--- config.mk ---
export PLATFORM = sky130hd
export DESIGN_NAME = shim_align_fifo
export DESIGN_NICKNAME = d
export VERILOG_FILES = /design/src/rtl/shim_align_fifo_pkg.sv /design/src/rtl/shim_align_lane.sv /design/src/rtl/shim_align_fifo.sv
export SDC_FILE = /design/constraint.sdc
export NUM_CORES = 1
export LEC_CHECK = 0
export CAP_MARGIN = 20
export CORE_MARGIN = 8
export CORE_UTILIZATION = 47
export CTS_BUF_LIST = sky130_fd_sc_hd__clkbuf_4 sky130_fd_sc_hd__clkbuf_8 sky130_fd_sc_hd__clkbuf_16
export DETAILED_ROUTE_END_ITERATION = 10
export PLACE_DENSITY = 0.74
export SLEW_MARGIN = 20
export SYNTH_ARGS = -nofsm -noshare
export SYNTH_HDL_FRONTEND = slang
export SYNTH_SLANG_ARGS = --single-unit
--- constraint.sdc ---
create_clock -name CLK -period 1.9 [get_ports CLK]
set_input_delay 0.19 -clock CLK [delete_from_list [all_inputs] [get_ports CLK]]
set_output_delay 0.19 -clock CLK [all_outputs]
set_load 0.05 [all_outputs]
--- src/rtl/shim_align_fifo_pkg.sv ---
// Shared sizing helpers for the alignment shim and its per-channel lanes.
package shim_align_fifo_pkg;

    // Width needed to hold an occupancy value in the range 0..depth.
    function automatic int lw_of(input int depth);
        return $clog2(depth + 1);
    endfunction

    // Width of a read/write pointer into a power-of-2 deep lane.
    function automatic int pw_of(input int depth);
        return $clog2(depth);
    endfunction

endpackage

--- src/rtl/shim_align_lane.sv ---
// One first-word-fall-through FIFO lane: the head is always visible and the count is registered.
module shim_align_lane
    import shim_align_fifo_pkg::*;
#(
    parameter  int WIDTH = 8,
    parameter  int DEPTH = 4,
    localparam int LW    = lw_of(DEPTH),
    localparam int PW    = pw_of(DEPTH)
) (
    input  logic             CLK,
    input  logic             RST,
    input  logic             push,
    input  logic             pop,
    input  logic             flush,
    input  logic [WIDTH-1:0] din,
    output logic [WIDTH-1:0] head,
    output logic [LW-1:0]    count,
    output logic             full,
    output logic             empty,
    output logic             drop
);

    logic [WIDTH-1:0] mem [DEPTH];
    logic [PW-1:0]    wr_ptr;
    logic [PW-1:0]    rd_ptr;
    logic             accept;
    logic             take;

    assign full  = (count == LW'(DEPTH));
    assign empty = (count == '0);

    // A pop frees a slot in the same cycle, so a full lane still accepts when popping.
    assign accept = push && (!full || pop) && !flush;
    assign take   = pop && !flush;
    assign drop   = push && full && !pop && !flush;

    assign head = mem[rd_ptr];

    // NOTE: control state uses non-blocking assignments so every register samples pre-edge values.
    always_ff @(posedge CLK) begin
        if (RST || flush) begin
            wr_ptr <= '0;
            rd_ptr <= '0;
            count  <= '0;
        end else begin
            if (accept) wr_ptr <= wr_ptr + 1'b1;
            if (take)   rd_ptr <= rd_ptr + 1'b1;
            case ({accept, take})
                2'b10:   count <= count + 1'b1;
                2'b01:   count <= count - 1'b1;
                default: count <= count;
            endcase
        end
    end

    // NOTE: storage has no reset; the pointers alone define which entries are live.
    always_ff @(posedge CLK) begin
        if (accept) mem[wr_ptr] <= din;
    end

endmodule

--- src/rtl/shim_align_fifo.sv ---
// Multi-channel alignment shim: one FWFT lane per channel, a vector is emitted only when
// every lane holds a sample, and all lanes pop together on the output handshake.
module shim_align_fifo
    import shim_align_fifo_pkg::*;
#(
    parameter  int NUM_INPUTS = 1,
    parameter  int WIDTH      = 8,
    parameter  int DEPTH      = 4,
    localparam int LW         = lw_of(DEPTH)
) (
    input  logic                        CLK,
    input  logic                        RST,
    input  logic [NUM_INPUTS*WIDTH-1:0] VALUES_IN,
    input  logic [NUM_INPUTS-1:0]       VALIDS_IN,
    input  logic                        FLUSH,
    input  logic                        CLEAR_OVF,
    output logic [NUM_INPUTS*WIDTH-1:0] VALUES_OUT,
    output logic                        VALID_OUT,
    input  logic                        READY_IN,
    output logic [NUM_INPUTS-1:0]       OVERFLOW,
    output logic [NUM_INPUTS*LW-1:0]    LEVELS
);

    logic [NUM_INPUTS-1:0] lane_empty;
    logic [NUM_INPUTS-1:0] lane_full;
    logic [NUM_INPUTS-1:0] lane_drop;
    logic                  pop;

    // Alignment is implied: a vector exists only once every lane is non-empty.
    assign VALID_OUT = ~|lane_empty;
    assign pop       = VALID_OUT && READY_IN;

    for (genvar i = 0; i < NUM_INPUTS; i++) begin : g_lane
        shim_align_lane #(
            .WIDTH (WIDTH),
            .DEPTH (DEPTH)
        ) u_lane (
            .CLK   (CLK),
            .RST   (RST),
            .push  (VALIDS_IN[i]),
            .pop   (pop),
            .flush (FLUSH),
            .din   (VALUES_IN[i*WIDTH +: WIDTH]),
            .head  (VALUES_OUT[i*WIDTH +: WIDTH]),
            .count (LEVELS[i*LW +: LW]),
            .full  (lane_full[i]),
            .empty (lane_empty[i]),
            .drop  (lane_drop[i])
        );
    end

    // A fresh drop outranks a simultaneous clear; FLUSH leaves the sticky bits alone.
    always_ff @(posedge CLK) begin
        if (RST) begin
            OVERFLOW <= '0;
        end else begin
            OVERFLOW <= (CLEAR_OVF ? '0 : OVERFLOW) | lane_drop;
        end
    end

endmodule
==> impl_metrics.toml <==
[status]
outcome = "complete, but fails checks"
violated_checks = "negative setup slack"

[placed_design]
post_detail_place_hpwl_mm = 2.34
placement.io_buffers = 26
gp_congestion = 0.785

[yosys]
number_of_distinct_library_cells_after_synthesis = 25
syn_avg_cell_area_sq_um = 16.2
synthArstFlopShare_pct = 0
synth.yosys.warnings = 0
synthesis.area_sq_um = 1700
yosys.area.top_type_share_pct = 56.5
synth.area.top_cells = "sky130_fd_sc_hd__edfxtp_1, sky130_fd_sc_hd__dfxtp_1, sky130_fd_sc_hd__mux4_2"
ys_ff_latch = 42
syn_inst_count = 105
syn-num-nets = 125
post-synth-top-area-cell = "sky130_fd_sc_hd__edfxtp_1"
synth_edf_count = 32
synth_seq_area_share_pct = 68.2
dominantRegCellSynth = "sky130_fd_sc_hd__edfxtp_1"
synth_top_cells_by_count = "sky130_fd_sc_hd__edfxtp_1, sky130_fd_sc_hd__dfxtp_1, sky130_fd_sc_hd__mux4_2"
post-synth-top-count-cell = "sky130_fd_sc_hd__edfxtp_1"

[sta]
timing.final.crit_period_ns = 1.99
final_min_period_over_clock_period_pct = 105
timing_worst_slew_pin_value_ns = 0.508
timing.final.ws_setup_ns = -0.0890
rsz0062_at_grt = "true"
report.final.slew_viol_count = 0
setup_viol = 1
finalHoldViolations = 0
max_freq_mhz = 503
worst_clock_skew_ns = 0.0125
worst_slew_margin_rel_pct = 66.1
totalNegativeSetupSlack_ns = -0.0890

[global_routing]
vias_in_the_first_global_route = 1133
grt_start_max_net_pins = 14
grt_remaining_overflow = 0
grt_antenna_before_repair = 0
grt_first_pass_wirelength_mm = 5.25
grt_util_all_layers_pct = 11.5

[setup_path]
worstPathMaxFanout = 2
cp_slowest_cell = "sky130_fd_sc_hd__dfxtp_4"
path_class = "reg2reg"
worstSetupStartpointType = "register"
critPathTopFamily = "simple AND/OR/NAND/NOR gates"
critical-path-max-stage-delay_ns = 0.37
timing.critical_path.to_type = "register"
cp_data_required_time_ns = 2.18
cp.buffers_inverters = 2
cp_cell_sequence = "nor4b_4, nor2_1, inv_1, ha_2, inv_2, fa_2, xor2_2, or3_1, a21oi_1"
arrival_ns = 2.27

[die]
rows = 22
die-area_sq_um = 5800
dieWidth_um = 76.2
die_span_y_um = 76.2
placeableCoreArea_sq_um = 3580
initial_utilization_pct = 47.6
io_pins = 27

[cells_and_area]
design.final.nets = 167
antennaDiodeCount = 0
area_growth_syn_to_layout_pct = 29.0
final_layout_size_suffix_gt1_share_pct = 32.4

[clock_network]
clock_buffers_created_by_tritoncts = 5
cts.clk_slew.worst_paths_ns = 0.12
post_cts.repair.setup_buffers = 0
tritoncts = "built"
cts.path.max_buffers = 2
clk_latency_worst_skew_pair_ns = 0.34
clock-sinks = 42
cts-root-buf = "sky130_fd_sc_hd__clkbuf_4"
htree_levels = 2

[power_and_ir_drop]
leakagePower_nw = 0.774
cellPowerDensity_nw_per_um2 = 784
final_total_pwr_mw = 1.72
max-vdd-ir-drop_v = 0.000493

[flow_run]
maxCapViolations = 0

[drt]
detail_route.iter0.violations = 46
first_pass_iters = 4
routed-via-count = 1027
drt-total-wl_mm = 3.20
detail_route.vias_per_cell = 5.24
route.detailed.wl_per_inst_um = 16.3
antenna_violating_nets_post_route = 0
remaining_drc_errors = 0

[worst_hold_path]
hold_path_class = "in2reg"
-- power by group --
part | internal (mW) | switching [mW] | leakage [nW]
registers | 0.995 | 0.00444 | 0.374
logic | 0.0674 | 0.0831 | 0.358
clock network | 0.292 | 0.278 | 0.0419
total | 1.35 | 0.366 | 0.774
-- final cells by class --
cell class,count,area [sq um]
well taps,48,60.1
flip-flops and latches,42,1170
fillers,288,1380
inverters,7,26.3
repair buffers,38,330
multi-input cells,53,523
clock buffers,6,45.0
clock inverters,2,37.5
-- per-stage QoR --
step / utilization [%] / worst slack [ns] / cell area, sq um / std cells / hold slack, ns
3_3_place_gp: 58.7 / -0.340 / 2100 / 188 / 0.472
5_1_grt: 61.3 / -0.192 / 2190 / 196 / 0.463
2_1_floorplan: - / -0.0779 / 1730 / 105 / 0.262
4_1_cts: 61.0 / -0.0776 / 2180 / 196 / 0.443
6_report: 61.3 / -0.0890 / 2190 / 196 / 0.449
3_5_place_dp: 58.7 / -0.435 / 2100 / 188 / 0.529
-- cells by family after synthesis --
family / Yosys count / synth area share [%]
DFF: 42 / 68.2
buffers and inverters: 10 / 2.28
xor gates and xnor gates: 2 / 1.03
AOI/OAI and AO/OA: 12 / 3.68
adders and majority gates: 6 / 4.85
muxes: 8 / 10.6
and+or+nand+nor: 25 / 9.34
-- worst paths after layout --
kind | slack [ns] | from | to | cells past startpoint
max | -0.09 | g_lane[0].u_lane.count[0] | g_lane[0].u_lane.count[2] | 9
min | 0.45 | RST | OVERFLOW | 2
max reg2reg | -0.09 | g_lane[0].u_lane.count[0] | g_lane[0].u_lane.count[2] | 9
min reg2reg | 0.55 | g_lane[0].u_lane.wr_ptr[0] | g_lane[0].u_lane.wr_ptr[0] | 2
-- cells in the final DEF (no fill, tap or decap), types with 2 or more instances in the layout --
master,count
sky130_fd_sc_hd__a21oi_1,7
sky130_fd_sc_hd__and3_1,4
sky130_fd_sc_hd__buf_4,21
sky130_fd_sc_hd__clkbuf_4,6
sky130_fd_sc_hd__clkdlybuf4s50_1,16
sky130_fd_sc_hd__dfxtp_1,7
sky130_fd_sc_hd__dfxtp_4,3
sky130_fd_sc_hd__edfxtp_1,32
sky130_fd_sc_hd__ha_1,4
sky130_fd_sc_hd__inv_1,6
sky130_fd_sc_hd__mux4_2,8
sky130_fd_sc_hd__nand2b_1,2
sky130_fd_sc_hd__nor2_1,7
sky130_fd_sc_hd__nor2b_1,2
sky130_fd_sc_hd__o21ai_0,4
sky130_fd_sc_hd__or3_1,3
-- state kept, by name, summed over array words and instances (netlist names), named ones only --
| name | count |
|---|---|
| g_lane.u_lane.count | 3 |
| g_lane.u_lane.wr_ptr | 2 |
| g_lane.u_lane.mem | 32 |
| OVERFLOW | 1 |
| g_lane.u_lane.rd_ptr | 2 |
-- timing repair --
action,CTS,global route
hold buffers,0,0
pin swaps,0,0
setup endpoints to repair,1,2
gates resized for setup,1,2
-- metal layers --
metal / GRT usage, % / up-vias / routed length [um]
met3: 4.48 / 5 / 176
met4: 4.23 / 0 / 48
met5: 0 / - / 0
met2: 21.8 / 26 / 1680
li1: - / 482 / -
met1: 10.9 / 514 / 1300
(Power assumes the default switching activity.)
